File: src/rtl/wb_stage_pipe.sv
// Write-back stage: MEM/WB pipeline register, load formatter, 4-way
// result select and a retired-instruction counter.
//
// Ports:
//   clk, rst_n     rising-edge clock, async active-low reset
//   stall, flush   hold / squash the instruction entering this cycle
//   in_valid       MEM stage holds a valid instruction
//   reg_write      instruction writes rd
//   addr_rd        destination register
//   select_mux_2   00 mem, 01 alu, 10 pc_plus4, 11 imm
//   funct3         load size (lb/lh/lw/lbu/lhu)
//   addr_low       byte offset of the load address
//   mem_out        raw memory read word
//   alu_out        ALU result
//   pc_plus4       link address
//   imm            immediate
//   wb_valid       registered instruction valid
//   wb_we          register-file write enable
//   addr_out       register-file write address
//   mux_2_out      register-file write data
//   misalign       registered load is misaligned
//   retired        count of retired valid instructions
module wb_stage_pipe #(
    parameter int XLEN       = 32,
    parameter int REG_ADDR_W = 5,
    parameter int CNT_W      = 32
) (
    input  logic                  clk,
    input  logic                  rst_n,
    input  logic                  stall,
    input  logic                  flush,
    input  logic                  in_valid,
    input  logic                  reg_write,
    input  logic [REG_ADDR_W-1:0] addr_rd,
    input  logic [1:0]            select_mux_2,
    input  logic [2:0]            funct3,
    input  logic [1:0]            addr_low,
    input  logic [XLEN-1:0]       mem_out,
    input  logic [XLEN-1:0]       alu_out,
    input  logic [XLEN-1:0]       pc_plus4,
    input  logic [XLEN-1:0]       imm,
    output logic                  wb_valid,
    output logic                  wb_we,
    output logic [REG_ADDR_W-1:0] addr_out,
    output logic [XLEN-1:0]       mux_2_out,
    output logic                  misalign,
    output logic [CNT_W-1:0]      retired
);

    logic                  valid_q;
    logic                  rw_q;
    logic [REG_ADDR_W-1:0] rd_q;
    logic [1:0]            sel_q;
    logic [2:0]            f3_q;
    logic [1:0]            al_q;
    logic [XLEN-1:0]       mem_q;
    logic [XLEN-1:0]       alu_q;
    logic [XLEN-1:0]       pc4_q;
    logic [XLEN-1:0]       imm_q;
    logic [CNT_W-1:0]      cnt_q;
    logic [CNT_W-1:0]      cnt_d;

    // The instruction sitting in WB retires when it leaves (not stalled).
    always_comb begin
        cnt_d = cnt_q;
        if (valid_q && !stall) begin
            cnt_d = cnt_q + CNT_W'(1);
        end
    end

    always_ff @(posedge clk or negedge rst_n) begin
        if (!rst_n) begin
            valid_q <= 1'b0;
            rw_q    <= 1'b0;
            rd_q    <= '0;
            sel_q   <= '0;
            f3_q    <= '0;
            al_q    <= '0;
            mem_q   <= '0;
            alu_q   <= '0;
            pc4_q   <= '0;
            imm_q   <= '0;
            cnt_q   <= '0;
        end else begin
            cnt_q <= cnt_d;
            if (flush) begin
                valid_q <= 1'b0;
                rw_q    <= 1'b0;
                rd_q    <= '0;
                sel_q   <= '0;
                f3_q    <= '0;
                al_q    <= '0;
                mem_q   <= '0;
                alu_q   <= '0;
                pc4_q   <= '0;
                imm_q   <= '0;
            end else if (!stall) begin
                valid_q <= in_valid;
                rw_q    <= reg_write;
                rd_q    <= addr_rd;
                sel_q   <= select_mux_2;
                f3_q    <= funct3;
                al_q    <= addr_low;
                mem_q   <= mem_out;
                alu_q   <= alu_out;
                pc4_q   <= pc_plus4;
                imm_q   <= imm;
            end
        end
    end

    // Only the low 32 bits of the memory word carry load data.
    logic [31:0]     m32;
    logic [7:0]      byte_v;
    logic [15:0]     half_v;
    logic            is_b;
    logic            is_h;
    logic            is_w;
    logic            sext;
    logic            mis_c;
    logic [XLEN-1:0] load_v;

    // funct3[1:0]: 00 byte, 01 half, 1x word (011/110/111 fold into lw).
    always_comb begin
        m32    = 32'(mem_q);
        byte_v = m32[{al_q, 3'b000} +: 8];
        half_v = m32[{al_q[1], 4'b0000} +: 16];
        is_b   = (f3_q[1:0] == 2'b00);
        is_h   = (f3_q[1:0] == 2'b01);
        is_w   = f3_q[1];
        sext   = ~f3_q[2];
        load_v = '0;
        unique case (1'b1)
            is_b: begin
                if (sext) load_v = XLEN'(signed'(byte_v));
                else      load_v = XLEN'(byte_v);
            end
            is_h: begin
                if (sext) load_v = XLEN'(signed'(half_v));
                else      load_v = XLEN'(half_v);
            end
            is_w: load_v = XLEN'(signed'(m32));
            default: load_v = '0;
        endcase
        mis_c = valid_q && (sel_q == 2'b00) &&
                ((is_h && al_q[0]) || (is_w && (al_q != 2'b00)));
    end

    always_comb begin
        mux_2_out = '0;
        unique case (sel_q)
            2'b00:   mux_2_out = mis_c ? mem_q : load_v;
            2'b01:   mux_2_out = alu_q;
            2'b10:   mux_2_out = pc4_q;
            2'b11:   mux_2_out = imm_q;
            default: mux_2_out = '0;
        endcase
    end

    assign wb_valid = valid_q;
    assign addr_out = rd_q;
    assign misalign = mis_c;
    assign wb_we    = valid_q && rw_q && (rd_q != '0) && !mis_c;
    assign retired  = cnt_q;

endmodule
File: config.mk
export PLATFORM = sky130hd
export DESIGN_NAME = wb_stage_pipe
export DESIGN_NICKNAME = d
export VERILOG_FILES = /design/src/rtl/wb_stage_pipe.sv
export SDC_FILE = /design/constraint.sdc
export NUM_CORES = 1
export LEC_CHECK = 0
export ABC_AREA = 1
export CAP_MARGIN = 20
export CORE_UTILIZATION = 45
export DETAILED_ROUTE_END_ITERATION = 10
export GPL_TIMING_DRIVEN = 0
export PLACE_DENSITY = 0.76
export SYNTH_ARGS = -nofsm -noshare
export SYNTH_HDL_FRONTEND = slang
export SYNTH_SLANG_ARGS = --single-unit
File: constraint.sdc
create_clock -name clk -period 4.2 [get_ports clk]
set_clock_uncertainty 0.15 [all_clocks]
set_input_delay 0.42 -clock clk [delete_from_list [all_inputs] [get_ports clk]]
set_output_delay 0.42 -clock clk [all_outputs]
set_load 0.01 [all_outputs]
==> results.json, run 1 <==
{
  "syn2layout_area_growth_pct": 34.0,
  "setup_viol": 0,
  "crit_path_cell_trace": "buf_4, nand2_2, clkinv_1, a221oi_1, a21oi_2, clkdlybuf4s50_1",
  "hold_path_class": "in -> reg",
  "die_w_um": 145,
  "cellPowerDensity_nw_per_um2": 356,
  "synth_top_area_cell": "dfrtp_1",
  "crit_path_end_kind": "primary output",
  "row_count": 51,
  "ys_ff_latch": 174,
  "h-tree-depth": 4,
  "syn_area_um2": 9150,
  "post-route-util_pct": 62.2,
  "netlist_instances": 1163,
  "dieArea_um2": 20900,
  "post_cts_resized": 0,
  "syn-num-nets": 1310,
  "stdcell_area_um2": 12300,
  "route.detailed.drc": 0,
  "async_reset_ff_share_pct": 100,
  "drtIter0Drc": 858,
  "wl_per_cell_um": 18.7,
  "cpPeakStageDelay_ns": 0.58,
  "layout_min_cycle_time_ns": 3.34,
  "crit_path_start_kind": "flop",
  "antenna_cells": 0,
  "grt_max_degree": 119,
  "required_ns": 3.63,
  "drive_gt1_share_pct": 8.35,
  "wl_mm": 31.4,
  "antenna_found_initial": 0,
  "synth_area_leaders": "dfrtp_1 (48%), nand2_1 (12%), nand3_1 (8.2%)",
  "grt_overflow_total": 0,
  "slowest_stage": "a221oi_1",
  "grt_pass1_wl_mm": 48.1,
  "timing_hold_violations_final": 0,
  "clk_pin_slew_worst_paths_ns": 0.07,
  "synthTopCellsByCount": "nand2_1 (300), dfrtp_1 (174), nand3_1 (149), a21oi_1 (121), inv_1 (102)",
  "viasPerCell": 5.61,
  "cts_tree": "done",
  "io_buffers": 216,
  "rsz0062_at_grt": "false",
  "ys_types": 34,
  "die_h_um": 145,
  "nFillCells": 1729,
  "worst_pin_slew_ns": 0.663,
  "yosysSeqAreaShare_pct": 47.6,
  "place.gp.congestion": 0.950,
  "insertion_delay_ns": 0.44,
  "io-pin-count": 218,
  "synth_top_area_share_pct": 47.6,
  "path_class": "reg -> out",
  "place_hpwl_mm": 24.1,
  "placedCellCount": 1645,
  "finalCritPeriodShare_pct": 79.5,
  "firstDrtPassIters": 6,
  "root_buffer": "clkbuf_16",
  "maxSlewHeadroom_pct": 55.8,
  "avgSynthCellArea_um2": 7.87,
  "cts_buffers": 17,
  "dpl-instance-area_um2": 11700,
  "synth_ff_type": "dfrtp_1",
  "fmax_ghz": 0.300,
  "core_um2": 19700,
  "numClockSinks": 174,
  "p_total_mw": 4.36,
  "start_util_pct": 46.4,
  "fin_nets": 1547,
  "synth.most_common_cell": "nand2_1",
  "synth_edf_count": 0,
  "clk_path_buf_depth": 2,
  "ir_worst_vdd_uv": 271,
  "yosys_warnings": 0,
  "ant_nets": 0,
  "fin_cells": 1678,
  "cap_viol_max_count": 0,
  "arrival_ns": 2.77,
  "via_count": 9409,
  "track_usage_pct": 31.3,
  "path_max_fanout": 10,
  "outcome": "completed",
  "first_global_vias": 8964,
  "power_leakage_nw": 5.46,
  "slew_viol_final": 0
}
==> placed cells by master, fill, tap and decap left out, types with 5 or more instances in the layout <==
master           Yosys  routed
xor2_1              11      11
nand3b_1             5       5
a21oi_1            121     121
nand3_1            149     149
dfrtp_1            174     174
nand4_1             10      10
clkdlybuf4s50_1      0     215
o22ai_1              5       5
clkbuf_16            0      17
inv_2                8       8
clkbuf_1            33      34
nor3_1               5       5
o21ai_0             82      82
nor2_4               8       8
nand2_1            300     300
a221oi_1            25      25
nor2_1              36      36
inv_6                0       6
a21oi_2             10      10
xnor2_1             10      10
buf_6                6       6
buf_2               29      29
inv_1              102     102
nor2_2               5       5
==> registers in the layout, summed over array words and instances (netlist names) <==
name	cells
wb_valid	1
sel_q	2
f3_q	3
pc4_q	32
al_q	2
m32	32
imm_q	32
alu_q	32
addr_out	5
rw_q	1
retired	32
==> stage by stage <==
stage / setup WS [ns] / TNS (ns) / hold WS [ns]
2_1_floorplan: 2.31 / 0 / -0.0256
3_3_place_gp: -4.65 / -805.76 / 0.337
3_5_place_dp: 1.41 / 0 / 0.224
4_1_cts: 0.936 / 0 / 0.108
5_1_grt: 0.801 / 0 / 0.120
6_report: 0.862 / 0 / 0.116
==> worst max-delay path: cells and delay by family, from the launching register on <==
kind	cells	cell delay, ns
buffers and inverters	3	1.02
AO/OA/AOI/OAI	2	0.71
flip-flops	1	0.45
AND/OR/NAND/NOR	1	0.15
==> logic make-up after synthesis <==
| kind of cell | count (synthesis) | synth area share [%] |
|---|---|---|
| adder cells (fa/ha/maj) | 1 | 0.137 |
| AO/OA/AOI/OAI | 248 | 15.2 |
| XOR/XNOR | 21 | 2.01 |
| AND/OR/NAND/NOR | 532 | 26.3 |
| buffers and inverters | 187 | 8.81 |
| flip-flops | 174 | 47.6 |
==> worst paths after layout <==
path / startpoint / end / slack [ns] / cells after the start
max: sel_q[1]$_DFFE_PN0P_ / mux_2_out[18] / 0.86 / 6
max reg2reg: retired[0]$_DFFE_PN0P_ / retired[22]$_DFFE_PN0P_ / 2.41 / 8
max in group asynchronous: rst_n / m32[31]$_DFFE_PN0P_ / 2.59 / 3
min in group asynchronous: rst_n / retired[8]$_DFFE_PN0P_ / 0.35 / 2
min: flush / imm_q[20]$_DFFE_PN0P_ / 0.12 / 2
min reg2reg: retired[11]$_DFFE_PN0P_ / retired[11]$_DFFE_PN0P_ / 0.37 / 1
==> repair_timing <==
action	in CTS	in global routing
hold endpoints to repair	56	0
hold buffers	1	0
buffers inserted	0	0
==> area by class of cell <==
cell class | count | area, um2 | area share (%)
plain buffers | 75 | 378 | 3.08
flip-flops and latches | 174 | 4350 | 35.5
inverters | 112 | 428 | 3.49
well taps | 265 | 332 | 2.70
clock inverters | 14 | 145 | 1.18
clock buffers | 18 | 429 | 3.50
repair buffers | 218 | 2200 | 18.0
multi-input cells | 802 | 3990 | 32.5
==> report_power, final <==
part | internal (mW) | leakage, nW | switching, mW
registers | 1.78 | 2.32 | 0.0963
clock network | 0.837 | 0.273 | 0.741
logic | 0.416 | 2.87 | 0.489
==> routing by layer <==
| metal | track usage [%] | vias up | share of wire [%] |
|---|---|---|---|
| li1 | - | 4329 | - |
| met1 | 40.1 | 4457 | 39 |
| met2 | 50.5 | 542 | 47 |
| met3 | 4.87 | 81 | 8.8 |
| met4 | 17.5 | 0 | 4.9 |
| met5 | 0 | - | 0 |
Power figures use the tool's default switching activity.
==> inputs of run 2 (changes only) <==
PLACE_DENSITY = 0.79   (was 0.76)
clock period = 3 ns   (was 4.2 ns; I/O delays follow)
==> results.json, run 2 (same netlist as run 1, synthesis figures left out) <==
{
  "violations": "setup timing",
  "drive_gt1_share_pct": 9.89,
  "antenna_found_initial": 0,
  "grt_overflow_total": 0,
  "h-tree-depth": 4,
  "clk_path_buf_depth": 2,
  "rsz0062_at_grt": "true",
  "fmax_ghz": 0.330,
  "crit_path_end_kind": "primary output",
  "p_total_mw": 6.24,
  "power_leakage_nw": 5.70,
  "path_class": "reg -> out",
  "path_max_fanout": 10,
  "final_common_cell": "nand2_1",
  "placedCellCount": 1645,
  "setup_viol": 3,
  "place_hpwl_mm": 23.8,
  "layout_min_cycle_time_ns": 3.03,
  "root_buffer": "clkbuf_16",
  "io-pin-count": 218,
  "firstDrtPassIters": 5,
  "slew_viol_final": 0,
  "cts_tree": "done",
  "fin_cells": 1680,
  "track_usage_pct": 31.0,
  "core_um2": 19700,
  "wl_per_cell_um": 18.9,
  "fin_tns_setup_ns": -0.0416,
  "crit_path_start_kind": "flop",
  "worst_pin_slew_ns": 0.709,
  "cellPowerDensity_nw_per_um2": 501,
  "crit_path_cell_trace": "buf_4, nand2_2, clkinvlp_2, a221oi_4, a21oi_2, clkdlybuf4s50_1",
  "grt-busiest-layer": "met2",
  "setup_ws_ns": -0.0324,
  "grt_use_met1_pct": 38.9,
  "dieArea_um2": 20900,
  "path_buf_inv": 3,
  "grt_pass1_wl_mm": 47.5,
  "die_w_um": 145,
  "antenna_cells": 0,
  "io_buffers": 216,
  "met2_usage_pct": 50.5,
  "slowest_stage": "clkdlybuf4s50_1",
  "via_count": 9435,
  "start_util_pct": 46.4,
  "drtIter0Drc": 941,
  "numClockSinks": 174,
  "ir_worst_vdd_uv": 403,
  "grtUsageMet3_pct": 6.32,
  "finalCritPeriodShare_pct": 101,
  "hold_path_class": "in -> async",
  "cts_buffers": 17,
  "grt_max_degree": 124,
  "die_h_um": 145,
  "maxSlewHeadroom_pct": 52.8,
  "dpl-instance-area_um2": 11700,
  "fin_nets": 1550,
  "outcome": "finished, violations left",
  "clk_pin_slew_worst_paths_ns": 0.07,
  "ant_nets": 0,
  "syn2layout_area_growth_pct": 36.2,
  "required_ns": 2.55,
  "place.gp.congestion": 0.956,
  "cap_viol_max_count": 0,
  "row_count": 51,
  "first_global_vias": 8857,
  "arrival_ns": 2.58,
  "stdcell_area_um2": 12500,
  "r2r-start": "retired[0]$_DFFE_PN0P_",
  "insertion_delay_ns": 0.44,
  "crit_family": "buffers and inverters",
  "cpPeakStageDelay_ns": 0.50,
  "wl_mm": 31.7,
  "nFillCells": 1677,
  "layout_common_cells": "nand2_1 (300), clkdlybuf4s50_1 (203), dfrtp_1 (174)",
  "timing_hold_violations_final": 0,
  "worst_setup_path_startpoint": "sel_q[1]$_DFFE_PN0P_",
  "pre_cts_ws_ns": 0.347,
  "route.detailed.drc": 0,
  "viasPerCell": 5.62
}
[run 2: path summary, 6_finish.rpt]
path	endpoint	slack [ns]	cells after the start
max in group asynchronous	alu_q[31]$_DFFE_PN0P_	1.52	3
worst max-delay path	mux_2_out[15]	-0.03	6
worst min-delay path	retired[6]$_DFFE_PN0P_	0.21	2
min in group clk	addr_out[3]$_DFFE_PN0P_	0.25	3
worst max register to register	retired[22]$_DFFE_PN0P_	1.16	8
worst min register to register	retired[31]$_DFFE_PN0P_	0.36	2
[run 2: layer usage]
layer / up-vias / part of all wire [%]
li1: 4337 / -
met1: 4480 / 38
met2: 518 / 47
met3: 100 / 9.5
met4: 0 / 4.9
met5: - / 0
[run 2: stage by stage]
step | hold WS (ns) | utilization [%]
after global routing | 0.245 | 63.2
after CTS | 0.236 | 62.5
after floorplan | -0.146 | -
final | 0.210 | 63.2
after detailed placement | 0.0871 | 59.2
after global placement | 0.336 | 59.0
[run 2: timing repair]
action / in CTS / in global routing
gates cloned: 0 / 1
endpoints found under the setup margin: 11 / 25
endpoints found under the hold margin: 55 / 0
buffers inserted: 1 / 0
gates resized for setup: 6 / 35
hold buffers: 2 / 0
pin swaps: 1 / 0
[run 2: final cells by class]
| cell class | count | area (um2) | share of cell area, % |
|---|---|---|---|
| flip-flops and latches | 174 | 4350 | 35.0 |
| clock buffers | 17 | 425 | 3.42 |
| multi-input cells | 802 | 4100 | 32.9 |
| repair inverters | 1 | 5.00 | 0.0402 |
| repair buffers | 220 | 2250 | 18.0 |
| plain buffers | 75 | 388 | 3.11 |
| inverters | 112 | 432 | 3.47 |
| well taps | 265 | 332 | 2.66 |
| clock inverters | 14 | 176 | 1.42 |
[run 2: report_power, final]
group,switching (mW),internal [mW]
Clock,1.06,1.26
Sequential,0.142,2.49
Combinational,0.700,0.588
Total,1.90,4.34
